File: config.mk
export PLATFORM = sky130hd
export DESIGN_NAME = fir_inv_iir
export DESIGN_NICKNAME = d
export VERILOG_FILES = /design/src/rtl/fir_inv_iir.sv
export SDC_FILE = /design/constraint.sdc
export NUM_CORES = 1
export LEC_CHECK = 0
export CORE_ASPECT_RATIO = 0.5
export CORE_UTILIZATION = 56
export CTS_BUF_LIST = sky130_fd_sc_hd__clkbuf_8
export CTS_CLUSTER_SIZE = 25
export DETAILED_ROUTE_END_ITERATION = 7
export PLACE_DENSITY = 0.77
export SKIP_CTS_REPAIR_TIMING = 1
export SLEW_MARGIN = 20
export SYNTH_ARGS = -nofsm -noshare
export SYNTH_HDL_FRONTEND = slang
export SYNTH_SLANG_ARGS = --single-unit
File: constraint.sdc
create_clock -name clk -period 9 [get_ports clk]
set_input_delay 1.35 -clock clk [delete_from_list [all_inputs] [get_ports clk]]
set_output_delay 1.35 -clock clk [all_outputs]
set_load 0.01 [all_outputs]
File: src/rtl/fir_inv_iir.sv
// -----------------------------------------------------------------------------
// fir_inv_iir
//   Recursive inverse (deconvolution) filter for a 3-tap Q4.4 FIR
//   y[n] = a*x[n] + b*x[n-1] + c*x[n-2]. Reconstructs
//   x[n] = (y[n] - b*x[n-1] - c*x[n-2]) * (1/a), where the host supplies 1/a.
//   One shared signed multiplier is time-multiplexed by a 4-state FSM
//   (IDLE -> MB -> MC -> SC), giving one sample every 4 cycles.
//
//   Optional feature macro: INV_SAT_EN
//     defined   : result is clipped to [-128, 127] and sat flags the clip
//     undefined : result wraps (two's-complement truncation), sat tied to 0
//
// Ports:
//   clk        in   1  rising-edge clock
//   rst        in   1  synchronous reset, active low (0 = reset)
//   ainv       in   8  1/a, signed Q4.4
//   b          in   8  tap-1 coefficient, signed Q4.4
//   c          in   8  tap-2 coefficient, signed Q4.4
//   y_in       in   8  FIR output sample, signed Q4.4
//   in_valid   in   1  y_in / coefficients valid
//   in_ready   out  1  block can accept a sample (FSM in IDLE)
//   x_out      out  8  reconstructed sample, signed Q4.4
//   out_valid  out  1  one-cycle pulse, x_out updated
//   sat        out  1  x_out was clipped (0 when INV_SAT_EN is undefined)
// -----------------------------------------------------------------------------
module fir_inv_iir (
  input  logic              clk,
  input  logic              rst,
  input  logic signed [7:0] ainv,
  input  logic signed [7:0] b,
  input  logic signed [7:0] c,
  input  logic signed [7:0] y_in,
  input  logic              in_valid,
  output logic              in_ready,
  output logic signed [7:0] x_out,
  output logic              out_valid,
  output logic              sat
);

  typedef enum logic [1:0] {IDLE, MB, MC, SC} state_t;

  state_t             state;
  logic signed [17:0] acc;      // Q10.8
  logic signed [7:0]  x1;       // x[n-1]
  logic signed [7:0]  x2;       // x[n-2]
  logic signed [7:0]  ainv_q;
  logic signed [7:0]  b_q;
  logic signed [7:0]  c_q;

  logic signed [17:0] mul_a;
  logic signed [7:0]  mul_b;
  logic signed [25:0] prod;
  logic signed [17:0] r;        // Q.4 result before fitting to 8 bits

  // Fit the scaled result into 8 bits: clip when saturation is built,
  // otherwise keep the low byte.
  function automatic logic signed [7:0] fit8(input logic signed [17:0] v);
`ifdef INV_SAT_EN
    if (v > 18'sd127)
      fit8 = 8'sh7F;
    else if (v < -18'sd128)
      fit8 = 8'sh80;
    else
      fit8 = 8'(v);
`else
    fit8 = 8'(v);
`endif
  endfunction

`ifdef INV_SAT_EN
  function automatic logic clip8(input logic signed [17:0] v);
    clip8 = (v > 18'sd127) || (v < -18'sd128);
  endfunction
`endif

  // Shared multiplier operand select. In MB/MC the 8x8 history product is
  // subtracted from acc; in SC acc itself is scaled by 1/a.
  always_comb begin
    mul_a = '0;
    mul_b = '0;
    case (state)
      MB: begin
        mul_a = {{10{x1[7]}}, x1};
        mul_b = b_q;
      end
      MC: begin
        mul_a = {{10{x2[7]}}, x2};
        mul_b = c_q;
      end
      SC: begin
        mul_a = acc;
        mul_b = ainv_q;
      end
      default: begin
        mul_a = '0;
        mul_b = '0;
      end
    endcase
  end

  assign prod = mul_a * mul_b;
  // Q.12 product back to Q.4 with an arithmetic (flooring) shift.
  assign r    = 18'(prod >>> 8);

  assign in_ready = (state == IDLE);

  // Coefficients are captured only at acceptance so mid-sample changes
  // on the inputs cannot disturb the sample in flight.
  always_ff @(posedge clk) begin
    if (in_ready && in_valid) begin
      ainv_q <= ainv;
      b_q    <= b;
      c_q    <= c;
    end
  end

  // IDLE: accept; MB: subtract b*x1; MC: subtract c*x2; SC: scale and emit
  always_ff @(posedge clk) begin
    if (!rst) begin
      state     <= IDLE;
      acc       <= '0;
      x1        <= '0;
      x2        <= '0;
      x_out     <= '0;
      out_valid <= 1'b0;
    end else begin
      out_valid <= 1'b0;
      case (state)
        IDLE: begin
          if (in_valid) begin
            // Q4.4 -> Q10.8
            acc   <= {{6{y_in[7]}}, y_in, 4'b0000};
            state <= MB;
          end
        end
        MB: begin
          acc   <= acc - 18'(prod);
          state <= MC;
        end
        MC: begin
          acc   <= acc - 18'(prod);
          state <= SC;
        end
        SC: begin
          // History takes the fitted value so the recursion tracks what
          // was actually output.
          x_out     <= fit8(r);
          x1        <= fit8(r);
          x2        <= x1;
          out_valid <= 1'b1;
          state     <= IDLE;
        end
        default: state <= IDLE;
      endcase
    end
  end

`ifdef INV_SAT_EN
  logic sat_q;

  always_ff @(posedge clk) begin
    if (!rst)
      sat_q <= 1'b0;
    else if (state == SC)
      sat_q <= clip8(r);
  end

  assign sat = sat_q;
`else
  assign sat = 1'b0;
`endif

endmodule
---- Yosys cells after proc, flatten, opt, wreduce, memory -nomap -nowiden ----
Cells that the tools add are included.
word-level totals
  register bits ........................... 61
  input port bits ......................... 35
  output and inout port bits .............. 11
cells by class
  add/sub/neg operators ................... 1
  $mul .................................... 1
  eq/ne operators ......................... 4
  multiplexer cells ....................... 7
  reductions and logical operators ........ 5
operators by type and width
  cell                                                                    count
  18-bit one-hot mux with 3 select lines                                  1
  18-bit one-hot mux with 2 select lines                                  1
  8-bit one-hot mux with 3 select lines                                   1
  18-bit by 8-bit multiplier with 18-bit output                           1
  18-bit 2-to-1 mux                                                       1
  18-bit subtractor                                                       1
  2-bit one-hot mux with 4 select lines                                   1
  2-bit equality test (second input constant)                             2
  2-bit by 1-bit equality test with 1-bit output (second input constant)  1
  2-bit logical NOT                                                       1
  2-bit 2-to-1 mux                                                        1
  2-bit != test (second input constant)                                   1
  2-bit AND reduction                                                     1
  2-bit nonzero test                                                      1
  2-bit OR reduction                                                      1
  1-bit logical AND                                                       1
  1-bit 2-to-1 mux                                                        1

---- Logic depth before layout (Yosys ltp) ----
Gate-level depths: netlist of the first run.
  word-level depth ........................ 5
  gate-level depth with buffers ........... 32
  depth with buffers taken out ............ 30

---- Worst setup path before layout of the first run ----
No wires, ideal clock.
  path kind ............................... reg2reg
  from .................................... register state[0]
  to ...................................... register acc[15]
  arrival ................................. 6.963 ns
  setup slack ............................. 1.903 ns
  cell stages (with the launch flop) ...... 29
  path buffers ............................ 2
  period minus slack after synthesis ...... 7.097 ns
  cells stage by stage .................... dfxtp_1 -> ha_1 -> buf_2 -> clkbuf_1 -> a222oi_1 -> nand2_1 -> fa_1 -> fa_1 -> inv_1 -> fa_1 -> inv_1 -> fa_1 -> inv_1 -> ha_1 -> a21oi_1 -> o21ai_0 -> a21oi_1 -> o21bai_1 -> a21oi_1 -> xnor2_1 -> ha_1 -> nor3_1 -> inv_1 -> a211oi_1 -> o21ai_1 -> a311oi_1 -> nor3b_1 -> a2111oi_0 -> o21ai_1
between the ends
  cells in the longest elaborated chain, start to end .. 5
  elaborated cells between the ends (all ways) .. 13
  classes of those cells .................. 1 x add/sub; 1 x mul; 4 x eq/ne; 3 x mux; 4 x reduce/logical
RTL lines
  item                                                                                             line      RTL
  from (decl)                                                                                      42        state_t state;
  from (signal assigned)                                                                           120       state <= IDLE;
  from (signal assigned)                                                                           133       state <= MB;
  from (signal assigned)                                                                           138       state <= MC;
  2-bit equality test (tied with other cells)                                                      81        case (state)
  18-bit one-hot mux with 3 select lines or 8-bit one-hot mux with 3 select lines (tied branches)  81
  18-bit by 8-bit multiplier with 18-bit output                                                    101       assign prod = mul_a * mul_b;
  18-bit subtractor                                                                                137, 141
  18-bit one-hot mux with 2 select lines                                                           128       case (state)
  to (signal assigned)                                                                             132       acc <= {{6{y_in[7]}}, y_in, 4'b0000};
  to (signal assigned)                                                                             137       acc <= acc - 18'(prod);
  to (signal assigned)                                                                             141       acc <= acc - 18'(prod);
  to (decl)                                                                                        43        logic signed [17:0] acc;
Several ways; a longest one is shown, not always the timed one.
A chain may end at the register's enable or synchronous reset.

---- Final worst setup path of the first run ----
Ends and elaborated chain as after synthesis.

==> qor.yml, run 1 <==
outcome:
  status: "finished, final reports clean"
clock_tree:
  cts_buffers: 9
  cts.sinks: 59
  cts_tree: "done"
  clk_pin_slew_ns: 0.08
  insertion_delay_ns: 0.35
  htreeDepth: 3
  cts_root_buffer: "clkbuf_8"
  clock_path_buffers: 2
synth:
  synthTopCellsByArea: "fa_1 20%, edfxtp_1 12%, dfxtp_1 12%"
  ys_dominant_reg_cell: "dfxtp_1"
  ys_seq_area_share_pct: 23.4
  synth_common_cells: "120 x nor2_1, 115 x inv_1, 62 x fa_1"
  yosysTopAreaCell: "fa_1"
  synth_cell_types: 53
  syn_inst: 684
  synth-edff-count: 24
  ys_async_sr_fraction_pct: 0
  syn_nets: 833
  yosysMostFrequentCell: "nor2_1"
  syn_area_mm2: 0.00606
  synth_top_area_share_pct: 20.5
  ys_ff_latch: 59
  ys_warn_count: 0
  synth_area_per_cell_um2: 8.86
drt:
  viasPerCell: 5.72
  drtPass1Iterations: 5
  antenna_left: 0
  wl_per_cell_um: 18.0
  drc_errors: 0
  routed_wl_mm: 15.5
  routed-via-count: 4920
  drt_iter0_drc: 482
critical_path:
  end_kind: "flop"
  path_class: "flop to flop"
  required_ns: 9.22
  cp-start-kind: "flop"
  cpLargestDelayFamily: "compound AO/OA/AOI/OAI gates"
  crit_path_start: "state[0]"
  crit_buf_inv: 4
  max_stage_delay_ns: 0.61
  cp.arrival_ns: 8.47
  cp_max_fo: 18
  critPathSlowestCell: "a222oi_1"
  r2r-start: "state[0]"
global_routing:
  grt_pass1_wl_mm: 24.5
  busiest_layer: "met2"
  track_usage_pct: 29.6
  grt_pass1_vias: 4687
  grt_use_met2_pct: 43.3
  use_met3_pct: 9.64
  overflow: 0
  grt_max_degree: 28
  antenna_found_initial: 0
  grtUsageMet1_pct: 41.6
placement:
  place_hpwl_mm: 12.2
  portBuffers: 44
  placedCellCount: 843
  gp_congestion: 1.01
floorplanning:
  io_pins: 46
  coreArea_mm2: 0.0104
  die_area_mm2: 0.0113
  rows: 26
  start_util_pct: 58.4
  die_w_um: 149
  die_h_um: 75.6
final_layout:
  multi_input_area_mm2: 0.00409
  finalNonFillerCells: 860
  diodes: 0
  seqCellArea_mm2: 0.00142
  syn2layout_area_growth_pct: 12.2
  finalNetCount: 864
  num-fill-cells: 852
  final_layout_size_suffix_gt1_share_pct: 5.28
sta:
  skew_ns: 0.00798
  slew_violations: 0
  timing.fmax_mhz: 121
  rsz0062_at_grt: "no"
  finalSetupViolCount: 0
  slew_headroom_pct: 28.5
  worstMarginPinSlew_ns: 1.07
  finalCriticalPeriod_ns: 8.25
  finalSetupTns_ns: 0
  hold_viol: 0
  fin_crit_sh_pct: 91.6
min_path:
  min_path_type: "flop to flop"
  min_from: "x2[6]"
power_and_ir_drop:
  vdd_ir_drop_max_mv: 0.283
  p_leak_nw: 2.80
  powerDensity_mw_per_mm2: 218
run:
  max_cap_viol_count: 0
-- placed cells by master, fill, tap and decap left out, drive strengths merged, types with 3 or more instances in the layout --
| cell type | synthesis | layout |
|---|---|---|
| nor3 | 5 | 5 |
| clkbuf | 20 | 10 |
| o21bai | 4 | 4 |
| xnor2 | 23 | 23 |
| o21a | 8 | 8 |
| nand3 | 5 | 5 |
| a21oi | 29 | 29 |
| a21o | 7 | 7 |
| edfxtp | 24 | 24 |
| o21ai | 22 | 22 |
| or2 | 15 | 15 |
| ha | 52 | 52 |
| a222oi | 15 | 15 |
| inv | 115 | 119 |
| nand2 | 19 | 19 |
| and2 | 12 | 12 |
| buf | 10 | 5 |
| or3 | 9 | 9 |
| a311oi | 3 | 3 |
| xor2 | 7 | 7 |
| a31oi | 3 | 3 |
| a211oi | 11 | 11 |
| dfxtp | 35 | 35 |
| nor2b | 7 | 7 |
| nor2 | 121 | 121 |
| mux2i | 14 | 14 |
| fa | 62 | 62 |
| clkdlybuf4s50 | 0 | 44 |
-- stage by stage --
| stage | total power [mW] | cell area [µm²] | utilization (%) | hold slack, ns | worst slack [ns] |
|---|---|---|---|---|---|
| after global placement | 1.18 | 6590 | 63.5 | 0.475 | 1.15 |
| after CTS | 1.47 | 6790 | 65.5 | 0.504 | 0.768 |
| final | 1.48 | 6800 | 65.6 | 0.502 | 0.752 |
| after detailed placement | 1.20 | 6590 | 63.5 | 0.484 | 0.857 |
| after global routing | 1.59 | 6800 | 65.6 | 0.543 | 0.0651 |
| after floorplan | 0.995 | 6060 | - | 0.460 | 1.90 |
-- metal layers --
metal  wire length (µm)  up-vias
met5                 41        -
met2               6380      220
met3               1560       24
met4                285        2
li1                   -     2316
met1               7190     2358
-- final cells by class --
class | instances | share of cell area, %
multi-input cells | 480 | 60.1
flip-flops and latches | 59 | 20.9
repair buffers | 50 | 7.10
inverters | 115 | 6.35
well taps | 140 | 2.57
clock buffers | 9 | 1.82
clock inverters | 7 | 1.21
-- sequential cells by signal (all words and copies together), names as in the netlist --
name	count
acc	16
ainv_q	8
b_q	8
x2	8
out_valid	1
x1	8
state	2
c_q	8
-- worst register-to-register path, delay by kind of cell, from the launching register on --
family / cells / cell delay [ns]
fa+ha+maj: 7 / 3.02
compound gates: 12 / 3.30
simple gates: 4 / 1.01
flops: 1 / 0.40
buf+inv: 4 / 0.25
xor+xnor: 1 / 0.13
-- cell families after synthesis --
group | after synthesis | share of synthesized area, %
AO/OA/AOI/OAI | 117 | 13.4
XOR/XNOR | 32 | 5.20
adder cells (fa/ha/maj) | 114 | 31.2
buffers and inverters | 145 | 9.23
flip-flops | 59 | 23.4
multiplexers | 14 | 2.31
other | 1 | 0.0619
AND/OR/NAND/NOR | 202 | 15.1
-- report_power, final --
group | switching (mW) | internal, mW | leakage (nW)
logic | 0.527 | 0.308 | 2.19
registers | 0.0434 | 0.340 | 0.513
clock network | 0.132 | 0.133 | 0.0988
-- final timing paths --
| check | cells past startpoint | endpoint | slack [ns] |
|---|---|---|---|
| setup / recovery | 28 | acc[15] | 0.75 |
| hold / removal | 2 | x2[6] | 0.50 |
| setup reg to reg | 28 | acc[15] | 0.75 |
| hold reg to reg | 2 | x2[6] | 0.50 |
No activity file was read; power rests on OpenSTA's default activity.
==> inputs of run 2 (changes only) <==
--- a/config.mk
+++ b/config.mk
@@ -10,9 +10,9 @@
 export CTS_BUF_LIST = sky130_fd_sc_hd__clkbuf_8
 export CTS_CLUSTER_SIZE = 25
 export DETAILED_ROUTE_END_ITERATION = 7
+export HOLD_SLACK_MARGIN = 0.15
 export PLACE_DENSITY = 0.77
 export SKIP_CTS_REPAIR_TIMING = 1
-export SLEW_MARGIN = 20
 export SYNTH_ARGS = -nofsm -noshare
 export SYNTH_HDL_FRONTEND = slang
 export SYNTH_SLANG_ARGS = --single-unit
==> run 2 against run 1 <==
Against the previous run: first-iteration DRC count increased by 11%; die area unchanged; register-to-register slack got worse by 0.05 ns; global-route usage unchanged; critical path type unchanged; highest routed layer unchanged.
==> qor.yml, run 2 (synthesis results as in run 1) <==
clock_tree:
  clk_pin_slew_ns: 0.08  # about the same
  cts_buffers: 9  # unchanged
  clock_path_buffers: 2  # unchanged
  htreeDepth: 3  # unchanged
  cts_tree: "done"  # unchanged
  cts_root_buffer: "clkbuf_8"  # unchanged
  cts.sinks: 59  # unchanged
  insertion_delay_ns: 0.35  # about the same
sta:
  skew_ns: 0.00760  # was 0.00798 ns
  finalSetupViolCount: 0  # unchanged
  finalSetupTns_ns: 0  # unchanged
  timing.hold.ws_ns: 0.505  # was 0.502 ns
  finalCriticalPeriod_ns: 8.30  # was 8.25 ns
  slew_violations: 0  # unchanged
  slew_headroom_pct: 16.7  # was 28.5%
  rsz0062_at_grt: "no"  # unchanged
  hold_viol: 0  # unchanged
  fin_crit_sh_pct: 92.2  # was 91.6%
  worstMarginPinSlew_ns: 1.25  # was 1.07 ns
  timing.fmax_mhz: 121  # about the same
floorplanning:
  io_pins: 46  # unchanged
  die_h_um: 75.6  # unchanged
  start_util_pct: 58.4  # unchanged
  die_w_um: 149  # unchanged
  die_area_mm2: 0.0113  # unchanged
  rows: 26  # unchanged
  coreArea_mm2: 0.0104  # unchanged
placement:
  placedCellCount: 843  # unchanged
  portBuffers: 44  # unchanged
  gp_congestion: 1.01  # unchanged
  place_hpwl_mm: 12.2  # unchanged
min_path:
  min_path_type: "flop to flop"  # unchanged
power_and_ir_drop:
  power_frac_comb_pct: 56.3  # about the same
  seqPwrFrac_pct: 25.9  # was 25.8%
  power_mw: 1.48  # about the same
  p_clk_share_pct: 17.8  # about the same
  sw_frac_of_total_pct: 47.3  # about the same
  switching_power_mw: 0.701  # was 0.702 mW
  powerDensity_mw_per_mm2: 218  # about the same
  vdd_ir_drop_max_mv: 0.283  # about the same
  p_int_mw: 0.781  # about the same
  p_leak_nw: 2.80  # about the same
critical_path:
  required_ns: 9.22  # about the same
  path_class: "flop to flop"  # unchanged
  max_stage_delay_ns: 1.14  # was 0.61 ns
  crit_buf_inv: 4  # unchanged
  critPathSlowestCell: "a222oi_1"  # unchanged
  cp-start-kind: "flop"  # unchanged
  cp.arrival_ns: 8.52  # was 8.47 ns
  cp_max_fo: 18  # unchanged
  end_kind: "flop"  # unchanged
  cpLargestDelayFamily: "compound AO/OA/AOI/OAI gates"  # unchanged
drt:
  routed_wl_mm: 15.5  # about the same
  drtPass1Iterations: 7  # was 5
  routed-via-count: 4914  # was 4920
  drc_errors: 0  # unchanged
  viasPerCell: 5.72  # about the same
  drt_iter0_drc: 536  # was 482
  wl_per_cell_um: 18.0  # about the same
  antenna_left: 0  # unchanged
final_layout:
  multi_input_area_mm2: 0.00408  # was 0.00409 mm²
  final_layout_size_suffix_gt1_share_pct: 5.01  # was 5.28%
  finalNetCount: 863  # was 864
  largest-register: "acc"  # unchanged
  layout_commonest_cell: "nor2_1"  # unchanged
  final_cell_mix: "120 x nor2_1, 115 x inv_1, 62 x fa_1"  # unchanged
  syn2layout_area_growth_pct: 12.1  # was 12.2%
  num-fill-cells: 853  # was 852
  finalNonFillerCells: 859  # was 860
  largest_reg_flops: 16  # unchanged
  diodes: 0  # unchanged
  seqCellArea_mm2: 0.00142  # unchanged
global_routing:
  track_usage_pct: 29.6  # unchanged
  grt_max_degree: 28  # unchanged
  grt_pass1_wl_mm: 24.5  # unchanged
  grt_pass1_vias: 4687  # unchanged
  antenna_found_initial: 0  # unchanged
  overflow: 0  # unchanged
run:
  max_cap_viol_count: 0  # unchanged
outcome:
  status: "finished, final reports clean"  # unchanged
-- run 2: final timing paths --
path / start / slack [ns] / to / cells past startpoint
setup reg to reg: state[0] / 0.70 / acc[15] / 27
hold / removal: x2[6] / 0.51 / x2[6] / 2
setup / recovery: state[0] / 0.70 / acc[15] / 27
hold reg to reg: x2[6] / 0.51 / x2[6] / 2
-- run 2: power by group through the flow --
stage	registers (mW)	clock network, mW	logic (mW)
4_1_cts	0.383	0.267	0.816
6_report	0.384	0.264	0.834
2_1_floorplan	0.369	0	0.626
5_1_grt	0.387	0.281	0.922
3_3_place_gp	0.387	0	0.793
3_5_place_dp	0.388	0	0.813
-- run 2: per-stage QoR --
stage                     utilization (%)  setup WS (ns)  cell area, µm²
after floorplan                         -           1.90            6060
after global placement               63.5           1.15            6590
after detailed placement             63.5          0.857            6590
after CTS                            65.5          0.768            6790
after global routing                 65.5         0.0342            6800
final                                65.5          0.702            6800
-- run 2: layout make-up --
class | count | area share, %
Multi-Input combinational cell | 480 | 60.1
Inverter | 115 | 6.35
Sequential cell | 59 | 20.9
Clock buffer | 9 | 1.82
Tap cell | 140 | 2.58
Clock inverter | 7 | 1.22
Timing Repair Buffer | 49 | 7.03
-- run 2: routing by layer --
layer / track usage (%) / vias to the layer above / wire length, µm
li1: - / 2315 / -
met1: 41.6 / 2368 / 7350
met2: 43.3 / 204 / 6360
met3: 9.64 / 25 / 1420
met4: 9.30 / 2 / 313
met5: 2.92 / - / 41
-- run 2: worst register-to-register path: stages (launching register included) --
cell and delay, ns:
dfxtp_1 0.40, inv_1 0.08, ha_1 0.46, a222oi_1 1.15
nor2_1 0.15, fa_1 0.48, fa_1 0.55, inv_1 0.05
fa_1 0.46, fa_1 0.54, inv_1 0.04, ha_1 0.35
a21o_1 0.21, a21oi_1 0.23, o21ai_0 0.12, a21oi_1 0.25
o21bai_1 0.11, a21oi_1 0.25, xnor2_1 0.13, ha_1 0.21
nor3_1 0.23, inv_1 0.08, a211oi_1 0.35, o21ai_1 0.15
a311oi_1 0.51, nor3b_1 0.10, a2111oi_0 0.40, o21ai_1 0.13
